**src/rtl/alu_seq_pkg.sv**
```systemverilog
// Shared types for the multi-nibble ALU sequencer: opcodes, ALU select codes,
// FSM states and the opcode decoder.
package alu_seq_pkg;

    typedef enum logic [2:0] {
        OP_ADD  = 3'd0,
        OP_ADC  = 3'd1,
        OP_SUB  = 3'd2,
        OP_INC  = 3'd3,
        OP_NOR  = 3'd4,
        OP_MOVB = 3'd5
    } op_e;

    localparam logic [3:0] S_INC   = 4'h0;
    localparam logic [3:0] S_NOR   = 4'h1;
    localparam logic [3:0] S_SUB   = 4'h6;
    localparam logic [3:0] S_ADD   = 4'h9;
    localparam logic [3:0] S_PASSB = 4'ha;

    typedef enum logic [1:0] {
        ST_IDLE,
        ST_RUN,
        ST_DONE
    } state_e;

    typedef enum logic [1:0] {
        CIN_ZERO,
        CIN_ONE,
        CIN_FLAG
    } cin_src_e;

    typedef struct packed {
        logic       legal;
        logic       m;
        logic [3:0] s;
        cin_src_e   cin_src;
        logic       is_arith;
    } dec_t;

    // Opcodes 6 and 7 fall through to the all-zero, illegal decode.
    function automatic dec_t decode_op(input logic [2:0] op);
        dec_t d;
        d = '{legal: 1'b0, m: 1'b0, s: 4'h0, cin_src: CIN_ZERO, is_arith: 1'b0};
        case (op)
            OP_ADD:  d = '{1'b1, 1'b0, S_ADD,   CIN_ZERO, 1'b1};
            OP_ADC:  d = '{1'b1, 1'b0, S_ADD,   CIN_FLAG, 1'b1};
            OP_SUB:  d = '{1'b1, 1'b0, S_SUB,   CIN_ONE,  1'b1};
            OP_INC:  d = '{1'b1, 1'b0, S_INC,   CIN_ONE,  1'b1};
            OP_NOR:  d = '{1'b1, 1'b1, S_NOR,   CIN_ZERO, 1'b0};
            OP_MOVB: d = '{1'b1, 1'b1, S_PASSB, CIN_ZERO, 1'b0};
            default: ;
        endcase
        return d;
    endfunction

endpackage

```
**src/rtl/alu_seq_if.sv**
```systemverilog
// Command, response and ALU-side signals of the sequencer. The slave modport is
// the sequencer; the master modport is the decoder/ALU environment around it.
interface alu_seq_if #(parameter int NIB = 4);

    logic               cmd_valid;
    logic               cmd_ready;
    logic [2:0]         cmd_op;
    logic [1:0]         cmd_len;
    logic [4*NIB-1:0]   cmd_a;
    logic [4*NIB-1:0]   cmd_b;

    logic [3:0]         alu_a;
    logic [3:0]         alu_b;
    logic [3:0]         alu_s;
    logic               alu_m;
    logic               alu_crin;
    logic [3:0]         alu_f;
    logic               alu_crout;

    logic               rsp_valid;
    logic               rsp_ready;
    logic [4*NIB-1:0]   rsp_f;
    logic               rsp_carry;
    logic               rsp_zero;
    logic               rsp_err;
    logic               carry_flag;

    modport slave (
        input  cmd_valid, cmd_op, cmd_len, cmd_a, cmd_b,
        input  alu_f, alu_crout,
        input  rsp_ready,
        output cmd_ready,
        output alu_a, alu_b, alu_s, alu_m, alu_crin,
        output rsp_valid, rsp_f, rsp_carry, rsp_zero, rsp_err, carry_flag
    );

    modport master (
        output cmd_valid, cmd_op, cmd_len, cmd_a, cmd_b,
        output alu_f, alu_crout,
        output rsp_ready,
        input  cmd_ready,
        input  alu_a, alu_b, alu_s, alu_m, alu_crin,
        input  rsp_valid, rsp_f, rsp_carry, rsp_zero, rsp_err, carry_flag
    );

endinterface

```
**src/rtl/alu_seq.sv**
```systemverilog
// Drives a 4-bit combinational ALU one nibble per cycle, LSB first, chaining
// carry between nibbles, and returns the assembled result on a handshake.
module alu_seq
    import alu_seq_pkg::*;
#(
    parameter int NIB = 4
) (
    input  logic     clk,
    input  logic     rst_n,
    alu_seq_if.slave bus
);

    state_e               r_state;
    state_e               w_next;
    logic [2:0]           r_op;
    logic [1:0]           r_len;
    logic [1:0]           r_idx;
    logic [NIB-1:0][3:0]  r_a;
    logic [NIB-1:0][3:0]  r_b;
    logic [NIB-1:0][3:0]  r_res;
    logic [NIB-1:0][3:0]  w_res;
    logic                 r_chain;
    logic                 r_rsp_carry;
    logic                 r_zero;
    logic                 r_err;
    logic                 r_carry_flag;
    dec_t                 w_dec_cmd;
    dec_t                 w_dec_run;
    logic                 w_init_carry;
    logic                 w_carry_next;
    logic                 w_last;

    assign w_dec_cmd    = decode_op(bus.cmd_op);
    assign w_dec_run    = decode_op(r_op);
    assign w_last       = (r_idx == r_len);
    assign w_carry_next = w_dec_run.is_arith & bus.alu_crout;

    always_comb begin
        w_init_carry = 1'b0;
        case (w_dec_cmd.cin_src)
            CIN_ONE:  w_init_carry = 1'b1;
            CIN_FLAG: w_init_carry = r_carry_flag;
            default:  w_init_carry = 1'b0;
        endcase
    end

    // Result as it will look after this cycle's nibble lands; feeds the zero flag.
    always_comb begin
        w_res        = r_res;
        w_res[r_idx] = bus.alu_f;
    end

    always_ff @(posedge clk or negedge rst_n) begin
        if (!rst_n) begin
            r_state <= ST_IDLE;
        end else begin
            r_state <= w_next;
        end
    end

    always_comb begin
        w_next       = r_state;
        bus.alu_a    = 4'h0;
        bus.alu_b    = 4'h0;
        bus.alu_s    = 4'h0;
        bus.alu_m    = 1'b0;
        bus.alu_crin = 1'b0;
        case (r_state)
            ST_IDLE: begin
                if (bus.cmd_valid) begin
                    w_next = w_dec_cmd.legal ? ST_RUN : ST_DONE;
                end
            end
            ST_RUN: begin
                bus.alu_a    = r_a[r_idx];
                bus.alu_b    = r_b[r_idx];
                bus.alu_s    = w_dec_run.s;
                bus.alu_m    = w_dec_run.m;
                bus.alu_crin = r_chain;
                if (w_last) begin
                    w_next = ST_DONE;
                end
            end
            ST_DONE: begin
                if (bus.rsp_ready) begin
                    w_next = ST_IDLE;
                end
            end
            default: w_next = ST_IDLE;
        endcase
    end

    always_ff @(posedge clk or negedge rst_n) begin
        if (!rst_n) begin
            r_op         <= 3'd0;
            r_len        <= 2'd0;
            r_idx        <= 2'd0;
            r_a          <= '0;
            r_b          <= '0;
            r_res        <= '0;
            r_chain      <= 1'b0;
            r_rsp_carry  <= 1'b0;
            r_zero       <= 1'b0;
            r_err        <= 1'b0;
            r_carry_flag <= 1'b0;
        end else begin
            case (r_state)
                ST_IDLE: begin
                    if (bus.cmd_valid) begin
                        r_op    <= bus.cmd_op;
                        r_len   <= bus.cmd_len;
                        r_a     <= bus.cmd_a;
                        r_b     <= bus.cmd_b;
                        r_idx   <= 2'd0;
                        r_res   <= '0;
                        r_err   <= ~w_dec_cmd.legal;
                        r_chain <= w_init_carry;
                        if (!w_dec_cmd.legal) begin
                            r_rsp_carry <= r_carry_flag;
                            r_zero      <= 1'b1;
                        end
                    end
                end
                ST_RUN: begin
                    r_res   <= w_res;
                    r_chain <= w_carry_next;
                    if (w_last) begin
                        r_rsp_carry <= w_carry_next;
                        r_zero      <= ~|w_res;
                    end else begin
                        r_idx <= r_idx + 2'd1;
                    end
                end
                ST_DONE: begin
                    if (bus.rsp_ready && !r_err) begin
                        r_carry_flag <= r_rsp_carry;
                    end
                end
                default: ;
            endcase
        end
    end

    assign bus.cmd_ready  = (r_state == ST_IDLE);
    assign bus.rsp_valid  = (r_state == ST_DONE);
    assign bus.rsp_f      = r_res;
    assign bus.rsp_carry  = r_rsp_carry;
    assign bus.rsp_zero   = r_zero;
    assign bus.rsp_err    = r_err;
    assign bus.carry_flag = r_carry_flag;

endmodule
```
**src/flat_wrapper.sv**
```systemverilog
// flat-port wrapper written by rule: the top's interface ports become plain ports
module alu_seq_flat import alu_seq_pkg::*;
#(
    parameter int NIB = 4
)
  (clk, rst_n, bus_cmd_valid, bus_cmd_op, bus_cmd_len, bus_cmd_a, bus_cmd_b, bus_alu_f, bus_alu_crout, bus_rsp_ready, bus_cmd_ready, bus_alu_a, bus_alu_b, bus_alu_s, bus_alu_m, bus_alu_crin, bus_rsp_valid, bus_rsp_f, bus_rsp_carry, bus_rsp_zero, bus_rsp_err, bus_carry_flag);
  alu_seq_if #(.NIB(NIB)) bus_i ();
  input  logic clk;
  input  logic rst_n;
  input wire logic [$bits(bus_i.cmd_valid)-1:0] bus_cmd_valid;
  input wire logic [$bits(bus_i.cmd_op)-1:0] bus_cmd_op;
  input wire logic [$bits(bus_i.cmd_len)-1:0] bus_cmd_len;
  input wire logic [$bits(bus_i.cmd_a)-1:0] bus_cmd_a;
  input wire logic [$bits(bus_i.cmd_b)-1:0] bus_cmd_b;
  input wire logic [$bits(bus_i.alu_f)-1:0] bus_alu_f;
  input wire logic [$bits(bus_i.alu_crout)-1:0] bus_alu_crout;
  input wire logic [$bits(bus_i.rsp_ready)-1:0] bus_rsp_ready;
  output wire logic [$bits(bus_i.cmd_ready)-1:0] bus_cmd_ready;
  output wire logic [$bits(bus_i.alu_a)-1:0] bus_alu_a;
  output wire logic [$bits(bus_i.alu_b)-1:0] bus_alu_b;
  output wire logic [$bits(bus_i.alu_s)-1:0] bus_alu_s;
  output wire logic [$bits(bus_i.alu_m)-1:0] bus_alu_m;
  output wire logic [$bits(bus_i.alu_crin)-1:0] bus_alu_crin;
  output wire logic [$bits(bus_i.rsp_valid)-1:0] bus_rsp_valid;
  output wire logic [$bits(bus_i.rsp_f)-1:0] bus_rsp_f;
  output wire logic [$bits(bus_i.rsp_carry)-1:0] bus_rsp_carry;
  output wire logic [$bits(bus_i.rsp_zero)-1:0] bus_rsp_zero;
  output wire logic [$bits(bus_i.rsp_err)-1:0] bus_rsp_err;
  output wire logic [$bits(bus_i.carry_flag)-1:0] bus_carry_flag;
  assign bus_i.cmd_valid = bus_cmd_valid;
  assign bus_i.cmd_op = bus_cmd_op;
  assign bus_i.cmd_len = bus_cmd_len;
  assign bus_i.cmd_a = bus_cmd_a;
  assign bus_i.cmd_b = bus_cmd_b;
  assign bus_i.alu_f = bus_alu_f;
  assign bus_i.alu_crout = bus_alu_crout;
  assign bus_i.rsp_ready = bus_rsp_ready;
  assign bus_cmd_ready = bus_i.cmd_ready;
  assign bus_alu_a = bus_i.alu_a;
  assign bus_alu_b = bus_i.alu_b;
  assign bus_alu_s = bus_i.alu_s;
  assign bus_alu_m = bus_i.alu_m;
  assign bus_alu_crin = bus_i.alu_crin;
  assign bus_rsp_valid = bus_i.rsp_valid;
  assign bus_rsp_f = bus_i.rsp_f;
  assign bus_rsp_carry = bus_i.rsp_carry;
  assign bus_rsp_zero = bus_i.rsp_zero;
  assign bus_rsp_err = bus_i.rsp_err;
  assign bus_carry_flag = bus_i.carry_flag;
  alu_seq #(.NIB(NIB)) u_core (.clk(clk), .rst_n(rst_n), .bus(bus_i));
endmodule
```
**config.mk**
```make
export PLATFORM = sky130hd
export DESIGN_NAME = alu_seq_flat
export DESIGN_NICKNAME = d
export VERILOG_FILES = /design/src/rtl/alu_seq_pkg.sv /design/src/rtl/alu_seq_if.sv /design/src/rtl/alu_seq.sv /design/src/flat_wrapper.sv
export SDC_FILE = /design/constraint.sdc
export NUM_CORES = 1
export LEC_CHECK = 0
export ABC_AREA = 1
export CORE_MARGIN = 2
export CORE_UTILIZATION = 50
export DETAILED_ROUTE_END_ITERATION = 7
export GPL_TIMING_DRIVEN = 0
export PLACE_DENSITY = 0.82
export SLEW_MARGIN = 10
export SYNTH_ARGS = -nofsm -noshare
export SYNTH_HDL_FRONTEND = slang
export SYNTH_SLANG_ARGS = --single-unit
```
**constraint.sdc**
```tcl
create_clock -name clk -period 4.84 [get_ports clk]
set_clock_uncertainty 0.2 [all_clocks]
set_input_delay 0.968 -clock clk [delete_from_list [all_inputs] [get_ports clk]]
set_output_delay 0.968 -clock clk [all_outputs]
set_load 0.005 [all_outputs]
```
After elaboration in Yosys (flattened, before gate mapping)
Index checks and enable logic that the tools add are counted.
- add/subtract/negate cells: 1
- equal/unequal tests: 20
- magnitude comparators: 2
- muxes and demuxes: 35
- bitwise operators: 2
- reductions and logical operators: 15
- operators by type and width (operator ; number):
    $pmux 9 s6 ; 1
    $pmux 8 s6 ; 1
    $pmux 16 s2 ; 1
    $mux 4 ; 6
    $bmux 4 s2 ; 2
    $bwmux 16 ; 1
    $mux 16 ; 1
    $reduce_or 16->1 ; 1
    $eq 3x2->1 const B ; 4
    $eq 3x3->1 const B ; 4
    $mux 2 ; 6
    $mux 1 ; 9
    $demux 4 s2 ; 1
    $ne 2x2->1 const B ; 4
    $pmux 1 s2 ; 4
    $eq 3x1->1 const B ; 2
    $logic_not 3->1 ; 2
    $pmux 2 s3 ; 1
    $reduce_and 2->1 ; 3
    $reduce_and 3->1 ; 2
    $eq 2x1->1 const B ; 2
    $eq 2x2->1 const B ; 2
    $pmux 2 s2 ; 1
    $reduce_and 4->1 ; 1
    11 further kinds ; 13
- input port bits: 46
- word-level logic and storage cells: 96
- register bits after elaboration: 62

Longest topological paths before layout
Gate-level depths: netlist (run 1).
- depth in word-level cells: 9
- mapped depth: 12
- depth with buffers taken out: 10

Worst setup path before layout (run 1)
No wires, ideal clock.
- path type: register to output
- from: register u_core.r_idx[1]
- to: output port bus_alu_a[0]
- slack: 2.549 ns
- arrival: 1.123 ns
- cell stages (with the launch flop): 6
- required time: 3.672 ns
- cell sequence: dfrtp_1 -> buf_2 -> clkinv_1 -> nor2_1 -> o21ai_0 -> a21oi_1
- cells in the longest elaborated chain, start to end: 3
- ends and longest elaborated chain (item ; line ; text):
    from (decl) ; alu_seq.sv:17 ; logic [1:0] r_idx;
    from (signal assigned) ; alu_seq.sv:131 ; r_idx <= r_idx + 2'd1;
    $bmux 4 s2 ; alu_seq.sv:75 ; bus.alu_a = r_a[r_idx];
    $mux 4 (implied by the code) ; alu_seq.sv:75 ;
    $mux 4 ; alu_seq.sv:68 ; case (r_state)
    to (decl) ; flat_wrapper.sv:19 ; output wire logic [$bits(bus_i.alu_a)-1:0] bus_alu_a;
Every way passes these cells. The select of a mux whose other input is x is not followed.

Worst setup path after layout (run 1)
- from: register u_core.r_idx[1]
- to: output port bus_alu_a[2]
The elaborated chain is that of the path after synthesis.

==> reports/results.tsv, run 1 <==
stage	metric	value	unit
outcome	outcome	completed	
synth	yosys.cell_types.count	25	
clock_network	clk_latency	0.34	ns
worst_hold_path	hold_path_class	reg -> reg	
detailed_routing	viasPerCell	5.21	
synth	synth-seq-cells	62	
finish	finalNetCount	466	
placed_design	post-place-ws	1.74	ns
worst_setup_path	crit_path_start_kind	flop	
grt	grt_overflow_total	0	
detailed_routing	top_layer	met4	
worst_setup_path	r2r-start	u_core.r_idx[0]$_DFFE_PN0P_	
sta	tightest_slew	0.748	ns
floorplan	dieWidth	81.7	um
sta	final-max-slew-violation-count	0	
sta	relSlewSlack	50.1	%
sta	setup_viol	0	
finish	seq_area	0.00155	mm2
detailed_routing	wl_per_cell	13.8	um
worst_setup_path	reg2reg_depth	12	
sta	fin_crit	3.50	ns
placed_design	place_area	0.00392	mm2
sta	rsz0062_at_grt	false	
clock_network	clock-sinks	62	
worst_setup_path	cp.required	3.67	ns
clock_network	clock_path_buffers	2	
grt	first_global_vias	2592	
floorplan	fp.dieH	81.7	um
synth	synth_area	0.00302	mm2
detailed_routing	dr_wl_met2	3.41	mm
floorplan	rows	28	
power	vdd_drop_max	301	uV
floorplan	die-area	0.00667	mm2
floorplan	core-area	0.00589	mm2
clock_network	holdBufCountCts	0	
clock_network	root_buffer	clkbuf_8	
clock_network	cts_tree	built	
clock_network	clk_pin_slew	0.07	ns
finish	multi_input_area	0.00130	mm2
placed_design	globalplace.congestion	0.864	
grt	grtUsageTotal	23.2	%
synth	netlist_instances	324	
finish	fillCellCount	467	
synth	synth_nets	374	
clock_network	h-tree-depth	3	
sta	fmax	286	MHz
power	finalPower	0.00228	W
job	drv_cap	0	
grt	grt_max_degree	63	
detailed_routing	drt_iter0_markers	108	
detailed_routing	first_pass_iters	4	
placed_design	portBuffers	81	
worst_setup_path	r2r_setup_slack	2.43	ns
clock_network	cts_resized	0	
worst_hold_path	whs_endpoint	u_core.r_a[12]$_DFFE_PN0P_	
worst_setup_path	endpoint_kind	output port	
grt	grt_pass1_wl	11.6	mm
placed_design	hpwlAfterDp	5.10	mm
detailed_routing	routed-wl-met3	574	um
worst_setup_path	critPathKind	reg -> out	
synth	ys_warn_count	0	
finish	areaGrowthSynthToFinish	35.7	%
synth	syn_area_per_cell	9.31	um2
detailed_routing	wl	6.83	mm
clock_network	cts_setup_buffers	0	
finish	final_common_cell	clkdlybuf4s50_1	
power	cellPowerDensity	557	mW/mm2
finish	diodes	0	
finish	drive_above_1_share	15.5	%
grt	antenna_found_initial	0	
synth	synth_seq_area_share	51.4	%
detailed_routing	drc	0	
power	leakage	1.84	nW
clock_network	numCtsBuffers	9	
worst_setup_path	arrival	2.33	ns
detailed_routing	met1_length	2.72	mm
sta	timing.final.crit_share	72.3	%
worst_setup_path	cp_max_fo	10	
detailed_routing	postRouteAntennaNets	0	
sta	tns	0	ns
floorplan	io_pins	82	
detailed_routing	vias	2575	
sta	fin_ws	1.34	ns
worst_hold_path	hold_path_startpoint	u_core.r_a[12]$_DFFE_PN0P_	
finish	final_cell_mix	80 x clkdlybuf4s50_1, 65 x nand2_1, 62 x dfrtp_1	
sta	hold_viol	0	
worst_setup_path	worstReg2RegEnd	u_core.bus.rsp_zero$_DFFE_PN0P_	
floorplan	start_util	51.3	%
finish	postLayoutCellArea	0.00409	mm2
worst_hold_path	holdPathStages	1	
-- how the worst max path moves through the flow --
stage | from | to | slack [ns] | cells past startpoint
final | u_core.r_idx[1]$_DFFE_PN0P_ | bus_alu_a[2] | 1.34 | 6
after global routing | u_core.r_idx[1]$_DFFE_PN0P_ | bus_alu_a[2] | 1.16 | 6
after CTS | u_core.r_idx[1]$_DFFE_PN0P_ | bus_alu_a[2] | 1.29 | 6
after detailed placement | u_core.r_idx[1]$_DFFE_PN0P_ | bus_alu_b[1] | 1.74 | 6
after global placement | rst_n | u_core.r_b[11]$_DFFE_PN0P_ | 0.64 | 1
after floorplan | u_core.r_idx[1]$_DFFE_PN0P_ | bus_alu_a[0] | 2.55 | 5
-- where the power goes --
| part | switching [W] | leakage [nW] | internal, W |
|---|---|---|---|
| Sequential | 0.000132 | 0.765 | 0.000739 |
| Clock | 0.000187 | 0.0914 | 0.000221 |
| Combinational | 0.000478 | 0.989 | 0.000523 |
-- layout make-up --
class                      instances  area share [%]
sequential                        62            37.9
multi-input combinational        226            31.8
timing repair buffer              81            19.7
clock buffer                      13            4.13
tap                               75            2.29
inverter                          24            2.20
buffer                            12            1.80
clock inverter                     1           0.122
-- cell usage after synthesis, drive strengths merged --
cell type	number	area [um2]
o32ai	1	8.76
nor2	51	199
nand3	1	5.00
buf	12	73.8
o31ai	1	7.51
or2	1	6.26
dfrtp	62	1550
inv	23	86.3
clkinv	1	3.75
a22o	11	96.3
mux2	34	383
nand2	67	256
o21ai	37	189
a22oi	1	7.51
ha	4	50.1
xnor2	2	17.5
a21oi	14	70.1
a31oi	1	6.26
-- state kept, by name (all words and copies together) (netlist names), 2 cells and up --
signal and cells:
u_core.r_op 3, u_core.r_a 16, u_core.bus.rsp_f 16, u_core.r_b 16, u_core.r_idx 2, u_core.r_state 2, u_core.r_len 2
-- critical path, stage by stage, from the launching register on --
cell and delay [ns]:
dfrtp_1 0.41, buf_2 0.25, clkinv_1 0.32, nor2_1 0.18
o21ai_0 0.12, a21oi_1 0.18, clkdlybuf4s50_1 0.53
-- per-stage QoR --
stage,hold slack (ns),std cells,utilization (%)
after floorplan,0.253,324,-
after global placement,0.273,480,66.6
after detailed placement,0.289,480,66.6
after CTS,0.303,494,69.6
after global routing,0.322,494,69.6
final,0.301,494,69.6
-- per-layer routing --
| layer | vias up | global-route usage (%) |
|---|---|---|
| met4 | 0 | 9.50 |
| met3 | 11 | 6.70 |
| met2 | 88 | 40.2 |
| met1 | 1229 | 27.1 |
| li1 | 1247 | - |
| met5 | - | 0 |
-- logic make-up (layout without fill, tap and decap cells) --
| kind of cell | count (synthesis) | after routing | share of synthesized area (%) |
|---|---|---|---|
| xor+xnor | 2 | 2 | 0.581 |
| flops | 62 | 62 | 51.4 |
| simple gates | 120 | 120 | 15.5 |
| buf+inv | 36 | 131 | 5.43 |
| compound gates | 66 | 66 | 12.8 |
| fa+ha+maj | 4 | 4 | 1.66 |
| mux | 34 | 34 | 12.7 |
Note: power is estimated with default switching activity, not from simulation.
==> run 2, diff against run 1 <==
--- a/config.mk
+++ b/config.mk
@@ -7,10 +7,10 @@
 export LEC_CHECK = 0
 export ABC_AREA = 1
 export CORE_MARGIN = 2
-export CORE_UTILIZATION = 50
+export CORE_UTILIZATION = 48
 export DETAILED_ROUTE_END_ITERATION = 7
 export GPL_TIMING_DRIVEN = 0
-export PLACE_DENSITY = 0.82
+export PLACE_DENSITY = 0.8
 export SLEW_MARGIN = 10
 export SYNTH_ARGS = -nofsm -noshare
 export SYNTH_HDL_FRONTEND = slang
==> constraint.sdc (replaced) <==
create_clock -name clk -period 3.7 [get_ports clk]
set_clock_uncertainty 0.2 [all_clocks]
set_input_delay 0.74 -clock clk [delete_from_list [all_inputs] [get_ports clk]]
set_output_delay 0.74 -clock clk [all_outputs]
set_load 0.005 [all_outputs]
==> reports/results.tsv, run 2 (synthesized netlist as in run 1, its figures left out) <==
stage	metric	value	unit
clock_network	h-tree-depth	3	
clock_network	holdBufCountCts	0	
worst_setup_path	crit_path_start_kind	flop	
power	finalPower	0.00309	W
grt	grt_overflow_total	0	
detailed_routing	viasPerCell	5.22	
finish	final_cell_mix	80 x clkdlybuf4s50_1, 65 x nand2_1, 62 x dfrtp_1	
power	cellPowerDensity	747	mW/mm2
sta	timing.final.crit_share	87.6	%
detailed_routing	postRouteAntennaNets	0	
placed_design	place_area	0.00392	mm2
grt	grt_pass1_wl	11.7	mm
worst_hold_path	hold_path_class	in -> async	
floorplan	dieWidth	83.3	um
power	vdd_drop_max	407	uV
finish	diodes	0	
clock_network	numCtsBuffers	9	
finish	finalNetCount	466	
detailed_routing	wl_per_cell	13.9	um
finish	final_common_cell	clkdlybuf4s50_1	
worst_setup_path	cp_top_family	buffers and inverters	
worst_setup_path	worstReg2RegEnd	u_core.bus.rsp_zero$_DFFE_PN0P_	
placed_design	globalplace.congestion	0.840	
worst_setup_path	cp.buffers_inverters	3	
finish	final_core_util	69.0	%
finish	drive_above_1_share	15.9	%
worst_setup_path	endpoint_kind	output port	
clock_network	clk_latency	0.34	ns
floorplan	io_pins	82	
worst_setup_path	cp.required	2.76	ns
worst_setup_path	r2r_setup_slack	1.30	ns
sta	setup_viol	0	
worst_setup_path	critPathKind	reg -> out	
detailed_routing	drt_iter0_markers	96	
clock_network	clk_pin_slew	0.07	ns
grt	first_global_vias	2555	
worst_setup_path	critPathSlowestCell	clkdlybuf4s50_1	
worst_setup_path	cp_max_fo	10	
sta	fmax	308	MHz
clock_network	clock-sinks	62	
power	leakage	1.86	nW
finish	postLayoutCellArea	0.00413	mm2
floorplan	fp.dieH	83.3	um
clock_network	root_buffer	clkbuf_8	
finish	areaGrowthSynthToFinish	37.0	%
floorplan	start_util	50.4	%
detailed_routing	first_pass_iters	4	
grt	grt_max_degree	63	
worst_setup_path	arrival	2.30	ns
job	drv_cap	0	
worst_setup_path	r2r-start	u_core.r_idx[0]$_DFFE_PN0P_	
clock_network	cts_resized	0	
sta	rsz0062_at_grt	false	
floorplan	rows	28	
sta	tightest_slew	0.792	ns
worst_setup_path	max_stage_delay	0.53	ns
detailed_routing	drc	0	
worst_setup_path	reg2reg_depth	12	
clock_network	clock_path_buffers	2	
grt	grtUsageTotal	21.1	%
detailed_routing	wl	6.91	mm
clock_network	cts_tree	built	
finish	fillCellCount	485	
outcome	outcome	completed	
worst_setup_path	crit_chain	buf_2 > clkinv_1 > nor2_1 > o21ai_0 > a21oi_1 > clkdlybuf4s50_1	
floorplan	die-area	0.00694	mm2
sta	hold_viol	0	
sta	final-max-slew-violation-count	0	
sta	hold_slack	0.274	ns
grt	antenna_found_initial	0	
placed_design	hpwlAfterDp	5.04	mm
sta	fin_crit	3.24	ns
floorplan	core-area	0.00599	mm2
placed_design	portBuffers	81	
sta	relSlewSlack	47.2	%
clock_network	cts_setup_buffers	0	
detailed_routing	vias	2588	
[run 2: layout make-up]
type	count	area [um2]	area share (%)
Sequential cell	62	1550	37.5
Tap cell	75	93.8	2.27
Clock inverter	6	86.3	2.09
Multi-Input combinational cell	226	1300	31.5
Clock buffer	10	128	3.09
Buffer	12	73.8	1.79
Inverter	24	90.1	2.18
Timing Repair Buffer	81	808	19.6
[run 2: metal layers]
| layer | global-route usage [%] | vias to the layer above | wire, um |
|---|---|---|---|
| met3 | 6.06 | 9 | 453 |
| met1 | 26.9 | 1233 | 2960 |
| met4 | 5.81 | 0 | 65 |
| met5 | 0 | - | 0 |
| met2 | 35.3 | 86 | 3420 |
| li1 | - | 1260 | - |
[run 2: stage by stage]
stage                     setup WS [ns]  instances  TNS (ns)
after floorplan                    1.64        324         0
after global placement           -0.276        480    -17.00
after detailed placement          0.830        480         0
after CTS                         0.410        496         0
after global routing              0.244        496         0
final                             0.458        496         0
[run 2: worst max path at each step]
stage                                      startpoint                    endpoint  slack (ns)  depth (start not counted)
after CTS                 u_core.r_idx[1]$_DFFE_PN0P_                bus_alu_b[3]        0.41                          6
final                     u_core.r_idx[1]$_DFFE_PN0P_                bus_alu_b[3]        0.46                          6
after detailed placement  u_core.r_idx[1]$_DFFE_PN0P_                bus_alu_b[1]        0.83                          6
after global routing      u_core.r_idx[1]$_DFFE_PN0P_                bus_alu_b[2]        0.24                          6
after global placement                          rst_n  u_core.r_a[11]$_DFFE_PN0P_       -0.28                          1
after floorplan           u_core.r_idx[1]$_DFFE_PN0P_                bus_alu_a[0]        1.64                          5
[run 2: power by group]
part           total [W]  switching (W)  internal (W)
Sequential       0.00114       0.000174      0.000967
Combinational    0.00130       0.000621      0.000683
Clock           0.000642       0.000264      0.000378
Total            0.00309        0.00106       0.00203
